===== config.mk =====
export PLATFORM = sky130hd
export DESIGN_NAME = sad_min_scheduler_flat
export DESIGN_NICKNAME = d
export VERILOG_FILES = /design/src/rtl/vbsme_pkg.sv /design/src/rtl/sad_min_scheduler_if.sv /design/src/rtl/sad_min_tree.sv /design/src/rtl/sad_min_scheduler.sv /design/src/flat_wrapper.sv
export SDC_FILE = /design/constraint.sdc
export NUM_CORES = 2
export LEC_CHECK = 0
export BUFFER_PORTS_ARGS = -buffer_cell sky130_fd_sc_hd__buf_2
export CAP_MARGIN = 20
export CORE_AREA = 2 2 229 231
export DETAILED_ROUTE_END_ITERATION = 8
export DIE_AREA = 0 0 231 233
export GPL_TIMING_DRIVEN = 0
export PLACE_DENSITY_LB_ADDON = 0.15
export SKIP_LAST_GASP = 1
export SYNTH_ARGS = -nofsm -noshare
export SYNTH_HDL_FRONTEND = slang
export SYNTH_SLANG_ARGS = --single-unit

===== constraint.sdc =====
create_clock -name clk -period 15.9 [get_ports clk]
set_input_delay 2.385 -clock clk [delete_from_list [all_inputs] [get_ports clk]]
set_output_delay 2.385 -clock clk [all_outputs]
set_load 0.03 [all_outputs]

===== src/rtl/vbsme_pkg.sv =====
// Shared definitions for the VBSME minimum-SAD search blocks: width defaults,
// the SAD all-ones sentinel and the scheduler FSM state encoding.
// Optional feature macro used by the scheduler: SAD_MIN_THRESH_EN.
package vbsme_pkg;

  localparam int SAD_W_DEF = 32;
  localparam int IDX_W_DEF = 16;

  // Sentinel for "no candidate yet" and for masked lanes.
  localparam logic [SAD_W_DEF-1:0] SAD_ALL_ONES = '1;

  typedef enum logic [1:0] {
    IDLE  = 2'd0,
    RUN   = 2'd1,
    DRAIN = 2'd2,
    DONE  = 2'd3
  } sched_state_t;

endpackage


===== src/rtl/sad_min_scheduler_if.sv =====
// SAD-group stream from the SAD array into the min-SAD scheduler.
// The master (SAD array) drives the group and valid; the slave answers ready.
interface sad_min_scheduler_if #(
  parameter int LANES = 16,
  parameter int SAD_W = 32
);

  logic                   in_valid;
  logic                   in_ready;
  logic [LANES*SAD_W-1:0] in_sad;
  logic [LANES-1:0]       in_mask;

  modport master (
    output in_valid,
    output in_sad,
    output in_mask,
    input  in_ready
  );

  modport slave (
    input  in_valid,
    input  in_sad,
    input  in_mask,
    output in_ready
  );

endinterface


===== src/rtl/sad_min_tree.sv =====
// Combinational LANES-input min/argmin tree. Masked lanes never win; on equal
// SADs the lower lane wins. any_valid is low when every lane is masked.
module sad_min_tree #(
  parameter  int LANES = 16,
  parameter  int SAD_W = 32,
  localparam int LG    = $clog2(LANES)
) (
  input  logic [LANES*SAD_W-1:0] sad,
  input  logic [LANES-1:0]       mask,
  output logic [SAD_W-1:0]       min_sad,
  output logic [LG-1:0]          min_lane,
  output logic                   any_valid
);

  // Level 0 holds the lanes; each further level halves the candidate count.
  for (genvar l = 0; l <= LG; l++) begin : lvl_g
    localparam int N = LANES >> l;

    logic [SAD_W-1:0] sad_a  [N];
    logic [LG-1:0]    lane_a [N];
    logic             vld_a  [N];

    if (l == 0) begin : leaf_g
      for (genvar k = 0; k < N; k++) begin : lane_g
        // Masked lanes carry the all-ones sentinel and a cleared valid.
        assign sad_a[k]  = mask[k] ? sad[k*SAD_W +: SAD_W] : '1;
        assign lane_a[k] = LG'(k);
        assign vld_a[k]  = mask[k];
      end
    end else begin : cmp_g
      for (genvar k = 0; k < N; k++) begin : node_g
        logic take_hi;
        // The upper (higher-lane) child wins only on a strictly smaller valid SAD.
        assign take_hi = lvl_g[l-1].vld_a[2*k+1] &&
                         (!lvl_g[l-1].vld_a[2*k] ||
                          (lvl_g[l-1].sad_a[2*k+1] < lvl_g[l-1].sad_a[2*k]));
        assign sad_a[k]  = take_hi ? lvl_g[l-1].sad_a[2*k+1]  : lvl_g[l-1].sad_a[2*k];
        assign lane_a[k] = take_hi ? lvl_g[l-1].lane_a[2*k+1] : lvl_g[l-1].lane_a[2*k];
        assign vld_a[k]  = lvl_g[l-1].vld_a[2*k] | lvl_g[l-1].vld_a[2*k+1];
      end
    end
  end

  assign min_sad   = lvl_g[LG].sad_a[0];
  assign min_lane  = lvl_g[LG].lane_a[0];
  assign any_valid = lvl_g[LG].vld_a[0];

endmodule


===== src/rtl/sad_min_scheduler.sv =====
// Minimum-SAD search sequencer: accepts num_groups SAD groups, reduces each to
// a winner (stage 1), folds winners into a running best (stage 2) and pulses
// done with the final best SAD / candidate index.
// Optional feature macro: SAD_MIN_THRESH_EN (early termination on thresh).
module sad_min_scheduler
  import vbsme_pkg::*;
#(
  parameter int LANES = 16,
  parameter int SAD_W = SAD_W_DEF,
  parameter int IDX_W = IDX_W_DEF,
  parameter int GRP_W = 12
) (
  input  logic                  clk,
  input  logic                  rst,
  input  logic                  start,
  input  logic [GRP_W-1:0]      num_groups,
  sad_min_scheduler_if.slave    in_if,
  output logic                  busy,
  output logic                  done,
  output logic [SAD_W-1:0]      best_sad,
  output logic [IDX_W-1:0]      best_idx
`ifdef SAD_MIN_THRESH_EN
  ,
  input  logic [SAD_W-1:0]      thresh,
  output logic                  early_term
`endif
);

  localparam int LG = $clog2(LANES);

  sched_state_t     state_q, state_d;
  logic [GRP_W-1:0] num_groups_q, num_groups_d;
  logic [GRP_W-1:0] grp_cnt_q, grp_cnt_d;
  logic [SAD_W-1:0] s1_sad_q, s1_sad_d;
  logic [IDX_W-1:0] s1_idx_q, s1_idx_d;
  logic             s1_valid_q, s1_valid_d;
  logic [SAD_W-1:0] best_sad_q, best_sad_d;
  logic [IDX_W-1:0] best_idx_q, best_idx_d;
  logic             in_ready_q, in_ready_d;
  logic             busy_q, busy_d;
  logic             done_q, done_d;
`ifdef SAD_MIN_THRESH_EN
  logic             et_q, et_d;
  logic             early_term_q, early_term_d;
`endif

  logic [SAD_W-1:0] t_sad;
  logic [LG-1:0]    t_lane;
  logic             t_any;
  logic [IDX_W-1:0] t_idx;
  logic             accept;
  logic             upd;

  sad_min_tree #(
    .LANES (LANES),
    .SAD_W (SAD_W)
  ) u_tree (
    .sad       (in_if.in_sad),
    .mask      (in_if.in_mask),
    .min_sad   (t_sad),
    .min_lane  (t_lane),
    .any_valid (t_any)
  );

  // Candidate index = group*LANES + lane; LANES is a power of two, so this is
  // a concatenation, truncated (wrapping) to IDX_W.
  assign t_idx  = IDX_W'({grp_cnt_q, t_lane});
  assign accept = in_if.in_valid && in_ready_q;
  // Strict compare: equal SADs keep the earlier group's candidate.
  assign upd    = s1_valid_q && (s1_sad_q < best_sad_q);

  // Next-state logic for the FSM, both pipeline stages and all outputs.
  always_comb begin
    // NOTE: every _d defaults to its _q so no branch can leave a latch behind.
    state_d      = state_q;
    num_groups_d = num_groups_q;
    grp_cnt_d    = grp_cnt_q;
    s1_sad_d     = accept ? t_sad : s1_sad_q;
    s1_idx_d     = accept ? t_idx : s1_idx_q;
    // A fully masked group is consumed but never enters stage 2.
    s1_valid_d   = accept && t_any;
    best_sad_d   = upd ? s1_sad_q : best_sad_q;
    best_idx_d   = upd ? s1_idx_q : best_idx_q;
`ifdef SAD_MIN_THRESH_EN
    et_d         = et_q;
`endif

    case (state_q)
      IDLE: begin
        if (start) begin
          num_groups_d = num_groups;
          grp_cnt_d    = '0;
          best_sad_d   = '1;
          best_idx_d   = '0;
          state_d      = (num_groups == '0) ? DONE : RUN;
`ifdef SAD_MIN_THRESH_EN
          et_d         = 1'b0;
`endif
        end
      end
      RUN: begin
        if (accept) begin
          grp_cnt_d = grp_cnt_q + GRP_W'(1);
          if (grp_cnt_q == num_groups_q - GRP_W'(1)) state_d = DRAIN;
        end
`ifdef SAD_MIN_THRESH_EN
        // A real improvement at or below thresh stops intake; stage 1 still retires.
        if (upd && (s1_sad_q <= thresh)) begin
          state_d = DRAIN;
          et_d    = 1'b1;
        end
`endif
      end
      // in_ready is already low here, so stage 1 holds at most one beat and
      // stage 2 retires it on this edge.
      DRAIN:   state_d = DONE;
      DONE:    state_d = IDLE;
      default: state_d = IDLE;
    endcase

    done_d       = (state_q == DONE);
    busy_d       = (state_d != IDLE) || done_d;
    in_ready_d   = (state_d == RUN);
`ifdef SAD_MIN_THRESH_EN
    early_term_d = done_d && et_q;
`endif
  end

  // State and output registers with synchronous reset; in-flight beats are dropped.
  always_ff @(posedge clk) begin
    if (rst) begin
      state_q      <= IDLE;
      num_groups_q <= '0;
      grp_cnt_q    <= '0;
      s1_sad_q     <= '0;
      s1_idx_q     <= '0;
      s1_valid_q   <= 1'b0;
      best_sad_q   <= '1;
      best_idx_q   <= '0;
      in_ready_q   <= 1'b0;
      busy_q       <= 1'b0;
      done_q       <= 1'b0;
`ifdef SAD_MIN_THRESH_EN
      et_q         <= 1'b0;
      early_term_q <= 1'b0;
`endif
    end else begin
      // NOTE: non-blocking so every flop samples the pre-edge values of the others.
      state_q      <= state_d;
      num_groups_q <= num_groups_d;
      grp_cnt_q    <= grp_cnt_d;
      s1_sad_q     <= s1_sad_d;
      s1_idx_q     <= s1_idx_d;
      s1_valid_q   <= s1_valid_d;
      best_sad_q   <= best_sad_d;
      best_idx_q   <= best_idx_d;
      in_ready_q   <= in_ready_d;
      busy_q       <= busy_d;
      done_q       <= done_d;
`ifdef SAD_MIN_THRESH_EN
      et_q         <= et_d;
      early_term_q <= early_term_d;
`endif
    end
  end

  assign in_if.in_ready = in_ready_q;
  assign busy           = busy_q;
  assign done           = done_q;
  assign best_sad       = best_sad_q;
  assign best_idx       = best_idx_q;
`ifdef SAD_MIN_THRESH_EN
  assign early_term     = early_term_q;
`endif

endmodule


===== src/flat_wrapper.sv =====
// flat-port wrapper written by rule: the top's interface ports become plain ports
module sad_min_scheduler_flat import vbsme_pkg::*;
#(
  parameter int LANES = 16,
  parameter int SAD_W = SAD_W_DEF,
  parameter int IDX_W = IDX_W_DEF,
  parameter int GRP_W = 12
)
  (clk, rst, start, num_groups, busy, done, best_sad, best_idx, in_if_in_valid, in_if_in_sad, in_if_in_mask, in_if_in_ready);
  sad_min_scheduler_if #(.LANES(LANES), .SAD_W(SAD_W)) in_if_i ();
  input  logic clk;
  input  logic rst;
  input  logic start;
  input  logic [GRP_W-1:0] num_groups;
  output logic busy;
  output logic done;
  output logic [SAD_W-1:0] best_sad;
  output logic [IDX_W-1:0] best_idx;
  input wire logic [$bits(in_if_i.in_valid)-1:0] in_if_in_valid;
  input wire logic [$bits(in_if_i.in_sad)-1:0] in_if_in_sad;
  input wire logic [$bits(in_if_i.in_mask)-1:0] in_if_in_mask;
  output wire logic [$bits(in_if_i.in_ready)-1:0] in_if_in_ready;
  assign in_if_i.in_valid = in_if_in_valid;
  assign in_if_i.in_sad = in_if_in_sad;
  assign in_if_i.in_mask = in_if_in_mask;
  assign in_if_in_ready = in_if_i.in_ready;
  sad_min_scheduler #(.LANES(LANES), .SAD_W(SAD_W), .IDX_W(IDX_W), .GRP_W(GRP_W)) u_core (.clk(clk), .rst(rst), .start(start), .num_groups(num_groups), .in_if(in_if_i), .busy(busy), .done(done), .best_sad(best_sad), .best_idx(best_idx));
endmodule

# Word level (Yosys, flattened, before mapping)
# Index checks and enable logic that the tools add are counted.
totals:
  in_bits: 544
  register_bits: 126
  word_cells: 166
op_classes:
  eq_ne: 7
  n_lt_le_gt_ge: 16
  muxes: 60
  n_bitwise: 15
  reduce_logical: 55
  add_sub_neg: 2
ops:
  columns: ["cell", "n"]
  rows:
  - ["$mux W32", 34]
  - ["$lt A32 B32 Y1", 16]
  - ["$mux W16", 3]
  - ["$mux W12", 2]
  - ["$pmux W12 S2", 1]
  - ["$logic_and A1 B1 Y1", 18]
  - ["$logic_or A1 B1 Y1", 16]
  - ["$mux W2", 8]
  - ["$logic_not A1 Y1", 15]
  - ["$or A1 B1 Y1", 15]
  - ["$add A12 B1 Y12 const B", 1]
  - ["$eq A12 B12 Y1", 1]
  - ["$logic_not A12 Y1", 1]
  - ["$sub A12 B1 Y12 const B", 1]
  - ["$mux W1", 8]
  - ["$pmux W2 S4", 1]
  - ["$mux W3", 2]
  - ["$eq A2 B1 Y1 const B", 2]
  - ["$eq A2 B2 Y1 const B", 2]
  - ["$mux W4", 1]
  - ["$reduce_bool A2 Y1", 2]
  - ["$reduce_and A3 Y1", 1]
  - ["$logic_not A2 Y1", 1]
  - ["$ne A2 B1 Y1 const B", 1]
  - ["2 further kinds", 2]

# Depth between registers and ports, before layout
depth:
  depth_word: 17
  depth_mapped: 55
  ltp_nobuf: 47

# Modules after synthesis
# A second synthesis with hierarchy kept.
unflattened:
  hier_cells: 3672
  area_unflattened_um2: 25620.8
modules_own_cells:
  columns: ["module", "instances", "cells_per_inst", "area_per_inst_um2", "seq_area_each_um2"]
  rows:
  - ["sad_min_tree", 1, 2929, 19765.2, 0.0]
  - ["sad_min_scheduler", 1, 743, 5855.6, 2522.4]

# Worst setup path before layout
# No wires, ideal clock.
synth_timing:
  path_type: "input port to flip-flop"
  from: "input port in_if_in_mask[12]"
  to: "register u_core.s1_sad_q[24]"
  path_buffers: 9
  setup_ns: 0.079
  slack_ns: 2.678
  arrival_ns: 13.143
  cell_stages: 53
  cell_sequence: "clkbuf_1 > clkbuf_1 > nor2b_1 > ha_1 > a21oi_1 > nand2_1 > a221o_1 > a211o_1 > o31a_1 > nand2b_1 > clkbuf_1 > clkbuf_1 > a21o_1 > ha_1 > a21o_1 > a21o_1 > a211o_1 > a211o_1 > [... 17 more ...] > buf_2 > mux2i_1 > inv_1 > ha_1 > a21o_1 > a21o_1 > a21o_1 > a21o_1 > a21o_1 > a21o_1 > a211o_1 > a2111o_1 > a41oi_2 > a31oi_1 > or2_1 > buf_2 > buf_6 > o211ai_1"
synth_via:
  elab_chain_cells: 17
  elab_cells_between_ends: 22
  classes_between: "order compare: 4; mux: 5; bitwise: 3; reduce/logical: 10"
synth_rtl:
  columns: ["element", "line", "text"]
  rows:
  - ["start, declared", "flat_wrapper.sv:21", "input wire logic [$bits(in_if_i.in_mask)-1:0] in_if_in_mask;"]
  - ["$mux W32", "sad_min_tree.sv:26", "assign sad_a[k] = mask[k] ? sad[k*SAD_W +: SAD_W] : '1;"]
  - ["$lt A32 B32 Y1", "sad_min_tree.sv:36", "(lvl_g[l-1].sad_a[2*k+1] < lvl_g[l-1].sad_a[2*k]));"]
  - ["$logic_or A1 B1 Y1", "sad_min_tree.sv:35", "(!lvl_g[l-1].vld_a[2*k] ||"]
  - ["$logic_and A1 B1 Y1", "sad_min_tree.sv:34", "assign take_hi = lvl_g[l-1].vld_a[2*k+1] &&"]
  - ["$mux W32", "sad_min_tree.sv:37", "assign sad_a[k] = take_hi ? lvl_g[l-1].sad_a[2*k+1] : lvl_g[l-1].sad_a[2*k];"]
  - ["$lt A32 B32 Y1", "sad_min_tree.sv:36", null]
  - ["$logic_or A1 B1 Y1", "sad_min_tree.sv:35", null]
  - ["$logic_and A1 B1 Y1", "sad_min_tree.sv:34", null]
  - ["$mux W32", "sad_min_tree.sv:37", null]
  - ["$lt A32 B32 Y1", "sad_min_tree.sv:36", null]
  - ["$logic_or A1 B1 Y1", "sad_min_tree.sv:35", null]
  - ["$logic_and A1 B1 Y1", "sad_min_tree.sv:34", null]
  - ["$mux W32", "sad_min_tree.sv:37", null]
  - ["$lt A32 B32 Y1", "sad_min_tree.sv:36", null]
  - ["$logic_or A1 B1 Y1", "sad_min_tree.sv:35", null]
  - ["$logic_and A1 B1 Y1", "sad_min_tree.sv:34", null]
  - ["$mux W32 *", "sad_min_tree.sv:37", null]
  - ["end signal, assigned", "sad_min_scheduler.sv:152", "s1_sad_q <= s1_sad_d;"]
  - ["end, declared", "sad_min_scheduler.sv:34", "logic [SAD_W-1:0] s1_sad_q, s1_sad_d;"]
# Mark *: on every way between the ends. The rest lies on a longest branch, timed or not.
# A chain may end at the register's enable or synchronous reset.

# Final worst setup path
layout_timing:
  from: "input port in_if_in_mask[12]"
  to: "register u_core.s1_sad_q[31]"
# The elaborated chain is that of the path after synthesis.

==> summary.md <==
| Metric | Value |
|---|---|
| Setup Crit Path Kind | input pin to flip-flop |
| Met3 wire length | slightly below 6000 um |
| First-pass GRT wire length | around 140000 um |
| Most frequent cell after synthesis | ha_1 |
| CTS H-tree lvls | 4 |
| Post-detailed-route wirelength per cell | approximately 19 um |
| Final hold viol count | 0 |
| Routed length on met1 | between 40000 and 50000 um |
| Internal | 1.25 mW |
| Top post-synthesis cells by area | ha_1 24%, dfxtp_1 9.8%, nand2b_1 6.3%, a21oi_1 5.6%, mux2i_1 5.5% |
| EDFF count, synth | 0 |
| Slew @ Worst Pin | roughly 1100 ps |
| Die Ht | between 200 and 250 um |
| Place WS | roughly 150 ps |
| Synth top cells by count | 485 x ha_1, 345 x nand2_1, 345 x nor2_1 |
| Fin Clk Skew | 9.04 ps |
| Post-Place Cells | 4938 |
| Logic pwr share | between 60% and 70% |
| Max-slew violation total from the final report | 0 |
| Die width | between 200 and 250 um |
| Peak supply drop | around 0.058 mV |
| Final setup viols | 0 |
| CP most frequent cell | a21o_1 |
| Largest net degree at the start of global routing | 17 |
| Startpoint Class | input pin |
| Mean Syn Cell Area | 7.01 um^2 |
| FMAX | around 65 MHz |
| Leak | about 15 nW |
| Outcome | completed |
| Final Instance Count excl. Fillers | ~5000 |
| Post-DRT Antenna Nets | 0 |
| CTS clock-pin slew for the worst setup and hold paths | roughly 60 ps |
| Seq cells post-synth | about 130 |
| Slowest CP cell | nor4_2 |
| Share of the synthesized area in the top cell type | 23.6% |
| Setup TNS | 0 ps |
| Post-synthesis sequential area ratio | roughly a tenth |
| Pwr dens | about 80 mW/mm^2 |
| Initial core utilization | between 50% and 60% |
| Max Root-Sink Buffers | 2 |
| Cts hold-fix bufs | 0 |
| Synth warn | 0 |
| Main synth FF type | dfxtp_1 |
| Leading area contributor after synthesis | ha_1 |
| CTS Buf Count | 17 |
| Max_cap viols | 0 |
| Mapped cell area | 0.0257 mm^2 |
| Largest stage delay on the critical path | between 500 and 600 ps |
| Post-detail-place hpwl | 83000 um |
| IO Pins | between 500 and 600 |
| Mapped Nets | ~4700 |
| Port buffer count | between 500 and 600 |
| Worst EP arrival | roughly 16000 ps |
| Slew Limit Headroom | between 20% and 30% |
| Fraction of layout cells with a size suffix above 1 | between 15 and 20% |
| Met2 Wirelength | between 40000 and 50000 um |
| Sw frac | around half |
| Period utilization | a little under 100% |
| Placed Area | approximately 0.030 mm^2 |
| Routability congestion estimate from global placement | 1.01 |
| Design area | approximately 0.03 mm^2 |
| CP max FO | 10 |
| Vias | approximately 29000 |
| Setup WS post-layout | ~600 ps |
| NetSw | between 1 and 1.5 mW |
| Drt drc | 0 |
| Clk network pwr share | approximately 17% |
| Minimum clock period | approximately 15000 ps |
| Total grt overflow | 0 |
| Die footprint | ~0.054 mm^2 |
| Core area | between 0.05 and 0.06 mm^2 |
| Vias in the first global route | between 20000 and 30000 |
| Vias per inst | ~5.8 |
| Syn Inst Count | 3669 |
| CTS tree | built |
| Min-delay worst type | flip-flop to flip-flop |
| Row count | between 80 and 90 |
| Worst-Skew Late Latency | roughly 420 ps |
| Seq pwr share | 16.1% |
| Routed WL | between 90000 and 100000 um |
| Worst EP required | roughly 16000 ps |
| Router iterations before antenna repair | 5 |
| Initial antenna violation count | 5 |
| Overall Global Routing Usage | approximately 34% |
| CTS Sinks | 126 |
| 1st-iter DRT viols | just under 2000 |
| Tot Pwr | roughly 2.4 mW |
| Async S/R FF share, synth | 0% |
| Area grow syn2layout | 17.4% |
| Library cells used by synthesis | 80 |
| # nets final | 5307 |
| CTS root buf | clkbuf_16 |
| Max Used Layer | met4 |
| Crit. End Element | flip-flop |
-- sequential cells by signal, indices dropped and copies added (netlist names), 2 cells and up --
register,count
u_core.best_sad,32
u_core.s1_sad_q,32
u_core.best_idx,16
u_core.s1_idx_q,16
u_core.grp_cnt_q,12
u_core.num_groups_q,12
u_core.state_q,2
-- power groups by stage --
stage / clock, mW / sequential, mW / combinational [mW]
finish: 0.402 / 0.387 / 1.62
global route: 0.418 / 0.389 / 1.79
CTS: 0.404 / 0.387 / 1.59
detailed placement: 0 / 0.394 / 1.58
global placement: 0 / 0.393 / 1.56
floorplan: 0 / 0.381 / 1.11
-- cells by family (layout without fill, tap and decap cells) --
kind of cell             count (synthesis)  in the layout  synth area share (%)
AND/OR/NAND/NOR                       1528           1528                  29.8
AO/OA/AOI/OAI                          977            977                  24.6
adder cells (fa/ha/maj)                485            485                  23.6
buffers and inverters                  386           1008                  5.79
multiplexers                           143            143                  5.57
flip-flops                             126            126                  9.80
XOR/XNOR                                24             24                 0.817
other                                    0              5                     0
-- layout by cell type (no fill, tap or decap), types with 141 or more instances in the layout --
master    netlist  layout
buf_2          11     600
ha_1          485     485
nand2_1       345     345
nor2_1        345     345
a21oi_1       286     285
nand2b_1      261     261
o21ai_0       231     231
nor2b_1       205     205
inv_1         184     184
a21o_1        160     160
clkbuf_1      168     160
mux2i_1       141     141
-- final timing paths --
path	from	endpoint	slack, ps	cells past startpoint
setup / recovery	in_if_in_mask[12]	u_core.s1_sad_q[31]$_SDFFE_PP0P_	600	53
hold / removal	u_core.best_idx[7]$_SDFF_PP0_	u_core.best_idx[7]$_SDFF_PP0_	450	2
setup reg to reg	u_core.best_sad[1]$_SDFF_PP1_	u_core.best_idx[4]$_SDFF_PP0_	11750	15
hold reg to reg	u_core.best_idx[7]$_SDFF_PP0_	u_core.best_idx[7]$_SDFF_PP0_	450	2
-- metal layers --
metal | vias to the layer above | global-route usage [%]
met5 | - | 0
met4 | 0 | 11.8
met3 | 171 | 3.04
met2 | 1065 | 58.4
met1 | 13200 | 43.2
li1 | 14400 | -
-- metrics by stage --
stage	util, %	hold WS [ps]
CTS	59.0	454
finish	59.1	453
global placement	57.8	441
floorplan	-	432
global route	59.1	468
detailed placement	57.8	444
-- final cells by class --
| cell class | instances | area, um^2 |
|---|---|---|
| clock buffer | 19 | 453 |
| clock inverter | 13 | 163 |
| buffer | 198 | 797 |
| inverter | 187 | 702 |
| multi-input combinational | 3157 | 21800 |
| sequential | 126 | 2520 |
| tap | 680 | 851 |
| antenna | 5 | 12.5 |
| timing repair buffer | 591 | 2960 |
| fill | 5124 | 20900 |
-- worst max-delay path: cells and delay by family --
| family | cells | cell delay (ps) |
|---|---|---|
| buf+inv | 12 | 3180 |
| mux | 1 | 420 |
| fa+ha+maj | 4 | 1070 |
| simple gates | 7 | 1670 |
| compound gates | 29 | 6870 |
-- timing repair --
item,in CTS,in global routing
setup buffers,0,2
resized for setup,0,23
endpoints found under the hold margin,0,0
endpoints found under the setup margin,0,35
(Power assumes the default switching activity.)
